<file path="config.mk">
export PLATFORM = sky130hd
export DESIGN_NAME = qam_tx_scheduler
export DESIGN_NICKNAME = d
export VERILOG_FILES = /design/src/rtl/qam_tx_pkg.sv /design/src/rtl/sym_fifo.sv /design/src/rtl/qam_tx_scheduler.sv
export SDC_FILE = /design/constraint.sdc
export NUM_CORES = 1
export LEC_CHECK = 0
export ABC_CLOCK_PERIOD_IN_PS = 2500
export CORE_UTILIZATION = 30
export CTS_CLUSTER_DIAMETER = 120
export DETAILED_ROUTE_END_ITERATION = 12
export DONT_BUFFER_PORTS = 1
export HOLD_SLACK_MARGIN = 0.02
export PLACE_DENSITY = 0.54
export REMOVE_ABC_BUFFERS = 1
export SLEW_MARGIN = 20
export SYNTH_ARGS = -nofsm -noshare
export SYNTH_HDL_FRONTEND = slang
export SYNTH_SLANG_ARGS = --single-unit
</file>
<file path="constraint.sdc">
create_clock -name clk -period 2.5 [get_ports clk]
set_input_delay 0.75 -clock clk [delete_from_list [all_inputs] [get_ports clk]]
set_output_delay 0.75 -clock clk [all_outputs]
set_load 0.05 [all_outputs]
</file>
<file path="src/rtl/qam_tx_pkg.sv">
`default_nettype none
// ============================================================================
// Module      : qam_tx_pkg
// Description : Shared types and constants for the QAM-16 transmit scheduler.
// Revision    : 1.0 - initial release
// ============================================================================
package qam_tx_pkg;

    localparam int QAM_SPS = 11;
    localparam int SYM_W   = 4;
    localparam int ENTRY_W = 2 * SYM_W + 1;

    typedef enum logic [1:0] {
        IDLE  = 2'd0,
        RUN   = 2'd1,
        FLUSH = 2'd2
    } state_t;

    typedef struct packed {
        logic             last;
        logic [SYM_W-1:0] i;
        logic [SYM_W-1:0] q;
    } sym_entry_t;

endpackage
`default_nettype wire

</file>
<file path="src/rtl/sym_fifo.sv">
`default_nettype none
// ============================================================================
// Module      : sym_fifo
// Description : Synchronous FIFO, show-ahead read port, wrap-bit pointers.
// Revision    : 1.0 - initial release
// ============================================================================
module sym_fifo #(
    parameter int DEPTH = 4,
    parameter int WIDTH = 9
) (
    input  logic             clk,
    input  logic             reset,
    input  logic             push,
    input  logic [WIDTH-1:0] din,
    input  logic             pop,
    output logic [WIDTH-1:0] dout,
    output logic             full,
    output logic             empty
);

    localparam int AW = $clog2(DEPTH);
    localparam logic [AW:0] c_one = (AW + 1)'(1);

    logic [AW:0]      r_wptr;
    logic [AW:0]      r_rptr;
    logic [WIDTH-1:0] r_mem [DEPTH];
    logic             w_push;
    logic             w_pop;

    assign w_push = push & ~full;
    assign w_pop  = pop & ~empty;

    always_ff @(posedge clk or negedge reset) begin
        if (!reset) begin
            r_wptr <= '0;
            r_rptr <= '0;
        end else begin
            if (w_push) r_wptr <= r_wptr + c_one;
            if (w_pop)  r_rptr <= r_rptr + c_one;
        end
    end

    always_ff @(posedge clk) begin
        if (w_push) r_mem[r_wptr[AW-1:0]] <= din;
    end

    assign dout  = r_mem[r_rptr[AW-1:0]];
    assign empty = (r_wptr == r_rptr);
    // Same slot index but opposite wrap bit means the writer has lapped the reader.
    assign full  = (r_wptr[AW] != r_rptr[AW]) && (r_wptr[AW-1:0] == r_rptr[AW-1:0]);

endmodule
`default_nettype wire

</file>
<file path="src/rtl/qam_tx_scheduler.sv">
`default_nettype none
// ============================================================================
// Module      : qam_tx_scheduler
// Description : Holds each QAM-16 symbol for one symbol period in front of a
//               zero-stuffing upsampler, aligning its phase to every frame.
// Revision    : 1.0 - initial release
// ============================================================================
module qam_tx_scheduler
    import qam_tx_pkg::*;
#(
    parameter int SPS        = QAM_SPS,
    parameter int DEPTH      = 4,
    parameter int FLUSH_SYMS = 2
) (
    input  logic                    clk,
    input  logic                    reset,
    input  logic                    tx_en,
    input  logic                    sym_valid,
    output logic                    sym_ready,
    input  logic signed [SYM_W-1:0] sym_i,
    input  logic signed [SYM_W-1:0] sym_q,
    input  logic                    sym_last,
    output logic signed [SYM_W-1:0] iout,
    output logic signed [SYM_W-1:0] qout,
    output logic                    up_reset,
    output logic                    busy,
    output logic                    frame_done,
    output logic                    underrun,
    output logic [7:0]              underrun_cnt,
    input  logic                    clr_underrun
);

    localparam int PH_W = $clog2(SPS);
    localparam int FC_W = (FLUSH_SYMS > 1) ? $clog2(FLUSH_SYMS) : 1;
    localparam logic [PH_W-1:0] c_ph_last = PH_W'(SPS - 1);
    localparam logic [PH_W-1:0] c_ph_one  = PH_W'(1);
    localparam logic [FC_W-1:0] c_fc_last = FC_W'((FLUSH_SYMS > 0) ? FLUSH_SYMS - 1 : 0);
    localparam logic [FC_W-1:0] c_fc_one  = FC_W'(1);

    state_t                  r_state, w_state_nx;
    logic [PH_W-1:0]         r_ph, w_ph_nx;
    logic [FC_W-1:0]         r_fcnt, w_fcnt_nx;
    logic                    r_cur_last, w_cur_last_nx;
    logic signed [SYM_W-1:0] r_iout, w_iout_nx;
    logic signed [SYM_W-1:0] r_qout, w_qout_nx;
    logic                    r_up_reset, w_up_reset_nx;
    logic                    r_frame_done, w_frame_done_nx;
    logic                    r_underrun, w_underrun_nx;
    logic [7:0]              r_ur_cnt, w_ur_cnt_nx;

    logic                    w_pop;
    logic                    w_full;
    logic                    w_empty;
    logic                    w_ph_wrap;
    logic [ENTRY_W-1:0]      w_dout;
    sym_entry_t              w_head;

    sym_fifo #(
        .DEPTH (DEPTH),
        .WIDTH (ENTRY_W)
    ) u_fifo (
        .clk   (clk),
        .reset (reset),
        .push  (sym_valid),
        .din   ({sym_last, sym_i, sym_q}),
        .pop   (w_pop),
        .dout  (w_dout),
        .full  (w_full),
        .empty (w_empty)
    );

    assign w_head    = sym_entry_t'(w_dout);
    assign w_ph_wrap = (r_ph == c_ph_last);

    always_comb begin
        w_state_nx      = r_state;
        w_ph_nx         = r_ph;
        w_fcnt_nx       = r_fcnt;
        w_cur_last_nx   = r_cur_last;
        w_iout_nx       = r_iout;
        w_qout_nx       = r_qout;
        w_up_reset_nx   = r_up_reset;
        w_frame_done_nx = 1'b0;
        w_underrun_nx   = r_underrun;
        w_ur_cnt_nx     = r_ur_cnt;
        w_pop           = 1'b0;

        case (r_state)
            IDLE: begin
                w_ph_nx       = '0;
                w_iout_nx     = '0;
                w_qout_nx     = '0;
                w_up_reset_nx = 1'b1;
                if (tx_en && !w_empty) begin
                    w_pop         = 1'b1;
                    w_iout_nx     = w_head.i;
                    w_qout_nx     = w_head.q;
                    w_cur_last_nx = w_head.last;
                    w_up_reset_nx = 1'b0;
                    w_state_nx    = RUN;
                end
            end
            RUN: begin
                w_ph_nx = w_ph_wrap ? '0 : r_ph + c_ph_one;
                // Every new value lands on the edge before the upsampler's capture cycle.
                if (w_ph_wrap) begin
                    if (r_cur_last) begin
                        w_iout_nx     = '0;
                        w_qout_nx     = '0;
                        w_cur_last_nx = 1'b0;
                        w_fcnt_nx     = '0;
                        if (FLUSH_SYMS == 0) begin
                            w_up_reset_nx   = 1'b1;
                            w_frame_done_nx = 1'b1;
                            w_state_nx      = IDLE;
                        end else begin
                            w_state_nx = FLUSH;
                        end
                    end else if (!w_empty) begin
                        w_pop         = 1'b1;
                        w_iout_nx     = w_head.i;
                        w_qout_nx     = w_head.q;
                        w_cur_last_nx = w_head.last;
                    end else begin
                        w_iout_nx     = '0;
                        w_qout_nx     = '0;
                        w_underrun_nx = 1'b1;
                        if (r_ur_cnt != 8'hFF) w_ur_cnt_nx = r_ur_cnt + 8'd1;
                    end
                end
            end
            FLUSH: begin
                w_ph_nx = w_ph_wrap ? '0 : r_ph + c_ph_one;
                if (w_ph_wrap) begin
                    if (r_fcnt == c_fc_last) begin
                        w_up_reset_nx   = 1'b1;
                        w_frame_done_nx = 1'b1;
                        w_state_nx      = IDLE;
                    end else begin
                        w_fcnt_nx = r_fcnt + c_fc_one;
                    end
                end
            end
            default: w_state_nx = IDLE;
        endcase

        if (clr_underrun) begin
            w_underrun_nx = 1'b0;
            w_ur_cnt_nx   = '0;
        end
    end

    always_ff @(posedge clk or negedge reset) begin
        if (!reset) begin
            r_state      <= IDLE;
            r_ph         <= '0;
            r_fcnt       <= '0;
            r_cur_last   <= 1'b0;
            r_iout       <= '0;
            r_qout       <= '0;
            r_up_reset   <= 1'b1;
            r_frame_done <= 1'b0;
            r_underrun   <= 1'b0;
            r_ur_cnt     <= '0;
        end else begin
            r_state      <= w_state_nx;
            r_ph         <= w_ph_nx;
            r_fcnt       <= w_fcnt_nx;
            r_cur_last   <= w_cur_last_nx;
            r_iout       <= w_iout_nx;
            r_qout       <= w_qout_nx;
            r_up_reset   <= w_up_reset_nx;
            r_frame_done <= w_frame_done_nx;
            r_underrun   <= w_underrun_nx;
            r_ur_cnt     <= w_ur_cnt_nx;
        end
    end

    assign sym_ready    = ~w_full;
    assign iout         = r_iout;
    assign qout         = r_qout;
    assign up_reset     = r_up_reset;
    assign busy         = (r_state != IDLE);
    assign frame_done   = r_frame_done;
    assign underrun     = r_underrun;
    assign underrun_cnt = r_ur_cnt;

endmodule
`default_nettype wire
</file>
* Word-level counts from Yosys, hierarchy flattened
Memory sizes are Yosys's and may differ from the RTL's.
Cells that the tools add are included.
** Cells by class
- Reductions and logical operators :: 21
- Bitwise gates (word level) :: 4
- Add/subtract/negate cells :: 5
- Equality and inequality tests :: 13
- Muxes and demuxes :: 53
** Operator list (number)
- 8-bit 2-to-1 mux :: 6
- 4-bit 2-to-1 mux :: 9
- 1-bit 2-to-1 mux :: 25
- 4-bit case mux with 2 select lines :: 3
- 2-bit nonzero test :: 9
- 2-bit != test (second input constant) :: 6
- 2-bit 2-to-1 mux :: 5
- 5-bit AND reduction :: 2
- 8-bit by 1-bit adder with 8-bit output (second input constant) :: 1
- 8-bit != test (second input constant) :: 1
- 1-bit case mux with 2 select lines :: 4
- 4-bit AND reduction :: 2
- 3-bit by 1-bit adder with 3-bit output (second input constant) :: 2
- 2-bit case mux with 3 select lines :: 1
- 3-bit AND reduction :: 2
- 4-bit by 1-bit adder with 4-bit output (second input constant) :: 1
- 4-bit == test (second input constant) :: 1
- 3-bit == test :: 1
- 1-bit bitwise AND :: 2
- 2-bit by 1-bit == test with 1-bit output (second input constant) :: 1
- 2-bit == test :: 1
- 2-bit == test (second input constant) :: 1
- 1-bit logical AND :: 2
- 2-bit logical NOT :: 1
- 6 further kinds :: 7
** Storage, ports and cells
- Logic and storage cells :: 109
- Output and inout port bits :: 21
- Bits of input ports :: 14
- Memories kept :: 1
- RAM bits :: 36
- Flip-flop bits (word level) :: 33
** Memories
- u_fifo.r_mem :: depth 4, bits a word 9, rd ports 1, clocked after memory_dff 0, wr ports 1, RTL line sym_fifo.sv:26 : logic [WIDTH-1:0] r_mem [DEPTH];

* Longest topological paths before layout
Gate-level depths: netlist (run 1).
- Word-level depth :: 7
- Gate-level depth with buffers :: 8
- Depth with buffers taken out :: 7

* Modules after synthesis
From an unflattened synthesis (run 1), not the netlist that was laid out.
** Unflattened totals
- Cell total of the unflattened synthesis :: 228
- Area total of the unflattened synthesis :: 3175.5 sq um
** Modules (own cells, without submodules)
- sym_fifo :: sequential area each 1231.2 sq um, area an instance 1786.7 sq um, times used 1, cells an instance 96
- qam_tx_scheduler :: sequential area each 676.9 sq um, area an instance 1388.8 sq um, times used 1, cells an instance 132

* Worst setup path before layout (run 1)
No wires, ideal clock.
- Path type :: register -> register
- Start :: register u_fifo.r_wptr[1]
- End :: register u_fifo.r_wptr[2]
- Library setup time :: 142 ps
- Arrival time :: 1849 ps
- Data required time :: 2358 ps
- Slack :: 509 ps
- Cell stages (with the launch flop) :: 5
- Clock period less this slack :: 1991 ps
- Buffers on the path :: 0
- Cells stage by stage :: dfrtp_1 > xnor2_2 > nand3_1 > and3_1 > xor2_1
** On the way
- Word-level cells in the longest chain between the ends :: 4
- Elaborated cells between the ends (all ways) :: 5
- Classes of those cells :: add/sub (1); eq/ne (1); bitwise (2); reduce/logical (1)
** Ends and longest elaborated chain
- start, declared :: RTL line sym_fifo.sv:24 : logic [AW:0] r_wptr;
- start signal, assigned :: RTL line sym_fifo.sv:38 : if (w_push) r_wptr <= r_wptr + c_one;
- 2-bit == test :: RTL line sym_fifo.sv:50 : assign full = (r_wptr[AW] != r_rptr[AW]) && (r_wptr[AW-1:0] == r_rptr[AW-1:0]);
- 1-bit logical AND :: RTL line sym_fifo.sv:50
- 1-bit NOT
- net sym_ready :: RTL line qam_tx_scheduler.sv:19 : output logic sym_ready,
- 1-bit bitwise AND :: RTL line sym_fifo.sv:30 : assign w_push = push & ~full;
The timed path passes the listed nets, and every way through them passes these cells.
A chain may end at the register's enable or synchronous reset.

* Worst setup path in the final report (run 1)
- Start :: register r_state[0]
- End :: output busy
** On the way
- Word-level cells in the longest chain between the ends :: 1
** Ends and longest elaborated chain
- start, declared :: RTL line qam_tx_scheduler.sv:40 : state_t r_state, w_state_nx;
- start signal, assigned :: RTL line qam_tx_scheduler.sv:166 : r_state <= w_state_nx;
- 2-bit nonzero test :: RTL line qam_tx_scheduler.sv:183 : assign busy = (r_state != IDLE);
- end, declared :: RTL line qam_tx_scheduler.sv:26 : output logic busy,
No other way between the ends.

==> summary.md, run 1 <==
| Metric | Value |
|---|---|
| CTS Sinks | 69 |
| Share of layout cells above drive strength 1 | 19.5% |
| Post-CTS Setup Inserts | 0 |
| Clock transition at the registers of the reported paths | 0.08 ns |
| Worst-margin pin slew | 0.548 ns |
| Max clock buf depth | 2 |
| Area of the die | 0.0108 mm² |
| Antenna violations before repair | 0 |
| FFs w/ async S/R, synth | 47.8% |
| Most Crowded Layer GR | met2 |
| Final #Nets | between 200 and 300 |
| Inserted Diodes | 0 |
| Post-DP HPWL | slightly below 4 mm |
| Critical path's top delay family | buffers and inverters |
| TritonCTS buffer count | 9 |
| GP Congestion | 0.728 |
| Vias in the first global route | around 1800 |
| Post-synth EDFFs | 36 |
| Met2 Track Usage GR | 18.3% |
| Avg WL per Cell | about 15 µm |
| First-pass GRT wire length | 9.25 mm |
| Htree depth | 3 |
| Primary FF master, synth | edfxtp_1 |
| Post-synth top area share | 34.6% |
| Commonest non-fill, non-tap cells in the layout | edfxtp_1 (36), dfrtp_1 (32), nand2_1 (23) |
| Clk network pwr share | 19.4% |
| WL final | about 5.6 mm |
| Leakage | 0.00143 µW |
| DR pass1 iterations | 4 |
| CTS tree | built |
| Met1 usage | 12.8% |
| Area growth from synthesis to layout | 12.2% |
| Pin count of the biggest net entering global routing | 34 |
| Worst path cell trace | inv_1 -> ha_1 -> inv_1 |
| Power share of the sequential group | 45.7% |
| Max-capacitance violation count | 0 |
| Die Span Y | ~100 µm |
| Total power | 4100 µW |
| Status | completed |
| Cell taking the most area after synthesis | edfxtp_1 |
| Achievable frequency | approximately 450 MHz |
| Seq cells post-synth | 69 |
| Sequential element share of the synthesized area | 61.1% |
| Fin. max-slew vios | 0 |
| Crit share post-route | 88.3% |
| Crit-path max FO | 4 |
| DRT iter0 DRCs | 70 |
| Internal power | 2490 µW |
| DR vias | 1748 |
| Total Neg Setup Slack | 0 ns |
| Min Tclk post-route | 2.21 ns |
| Relative slew slack | a little under two thirds |
| Critical Path AT | 1.46 ns |
| Layout Skew | 0.00492 ns |
| Startpoint types | register |
| RR Startpoint | u_fifo.r_wptr[0]$_DFFE_PN0N_ |
| Unrepaired setup endpoints after global routing | false |
| Final Hold Fails | 0 |
| GRT Overall Usage | 11.2% |
| Final setup vio count | 0 |
| DRC Markers | 0 |
| Final ANT Viol Nets | 0 |
| Post-DR vias/cell | 4.61 |
| IO Pins | 35 |
| Hold Crit Class | input pin to asynchronous set/reset pin |
| Post-synth cell types | 44 |
| Switch share | between 30% and 40% |
| Worst path required time | 1.75 ns |
| Initial core utilization | roughly a third |
| Mapped Area | around 0.0031 mm² |
| Worst path slowest cell | dfrtp_1 |
| Worst VDD drop | 0.461 mV |
| Cts repair resizes | 0 |
| Number of buffers inserted by hold repair at cts | 0 |
| Core ar. | 0.00991 mm² |
| Worst-skew pair later-pin latency | 0.33 ns |
| Port Buffers | 0 |
| Worst path max stage delay | 0.40 ns |
| Commonest non-fill, non-tap cell in the layout | edfxtp_1 |
| Row count | 36 |
| Post-Syn Instances | 227 |
| Pwr per Cell Area | about 1200 mW/mm² |
| Most common cell on crit path | inv_1 |
| Mean post-synth cell area | 13.8 µm² |
| Die X | 104 µm |
| Crit path from | r_state[0]$_DFFE_PN0P_ |
| M3 GR Usage | 4.64% |
| Synth warnings | 0 |
| Top cells by area, synth | edfxtp_1 (35%), dfrtp_1 (26%), mux4_2 (6.5%) |
| Sw Pwr | around 1600 µW |
| Grt total ovfl | 0 |
| Crit path buffers/inverters | 2 |
| Gate power share | around a third |
| CTS root buf | clkbuf_8 |
| CP Capture Type | primary output |
| Kind of critical path | register to primary output |
==> stage by stage <==
step                utilization [%]  std cells  instance area [µm²]  worst slack (ns)  hold WS (ns)
floorplan                         -        220                 3090             0.243         0.454
global placement               33.6        363                 3330             0.655         0.456
detailed placement             33.6        363                 3330             0.620         0.456
CTS                            35.3        379                 3500             0.257        0.0715
global route                   35.3        379                 3500             0.174        0.0656
finish                         35.3        379                 3500             0.292        0.0986
==> power groups by stage <==
stage / Sequential, µW / Combinational, µW / Clock (µW)
2_1_floorplan: 1900 / 1080 / 0
3_3_place_gp: 1890 / 1440 / 0
3_5_place_dp: 1900 / 1460 / 0
4_1_cts: 1880 / 1460 / 839
5_1_grt: 1910 / 1610 / 881
6_report: 1870 / 1430 / 798
==> logic make-up after synthesis <==
logic type	count (synthesis)	share of synthesized area (%)
AOI/OAI and AO/OA	25	4.97
buffers and inverters	24	3.21
muxes	15	8.58
xor gates and xnor gates	12	3.85
and+or+nand+nor	69	13.1
DFF	69	61.1
adders and majority gates	13	5.21
==> final timing paths <==
path	endpoint	slack (ns)	depth (start not counted)
max	busy	0.29	3
min	r_ph[3]$_DFFE_PN0P_	0.1	0
max reg2reg	u_fifo.r_mem[3][7]$_DFFE_PP_	0.63	4
min reg2reg	u_fifo.r_rptr[2]$_DFFE_PN0P_	0.50	1
max in group asynchronous	up_reset$_DFFE_PN1P_	2.23	0
min in group clk	underrun$_DFFE_PN0P_	0.47	1
==> layer usage <==
metal  routed length (µm)  vias up
met5                    0        -
met4                   62        0
met3                  356        7
met2                 2660       35
met1                 2490      865
li1                     -      841
==> sequential cells by signal (all words and copies together), names as in the netlist <==
signal / flops
frame_done: 1
up_reset: 1
u_fifo.r_rptr: 3
iout: 4
r_state: 2
qout: 4
u_fifo.r_wptr: 3
r_ph: 4
r_cur_last: 1
underrun_cnt: 8
u_fifo.r_mem: 36
underrun: 1
r_fcnt: 1
==> cells in the mapped netlist (3+ instances only) <==
cell type / number
nand4_1: 3
nand3_1: 5
xnor2_1: 8
ha_1: 13
mux4_2: 9
nor2_1: 12
nand3b_4: 3
dfrtp_1: 32
edfxtp_1: 36
and3_1: 8
o21ai_1: 8
o21ai_0: 6
nor4_1: 3
clkbuf_1: 3
inv_1: 17
nand2_1: 23
==> final cells by class <==
type	count	area [µm²]
clock buffers	10	128
clock inverters	6	47.5
fillers	998	6410
inverters	17	63.8
multi-input cells	134	1110
flip-flops and latches	69	1910
well taps	133	166
repair buffers	10	75.1
Power figures use the tool's default switching activity.
==> run 2, diff against run 1 <==
Settings changed: SLEW_MARGIN 20 to 10.
==> results of run 2 <==
Same layout as run 1: the final DEF is identical, and so are final timing and power.
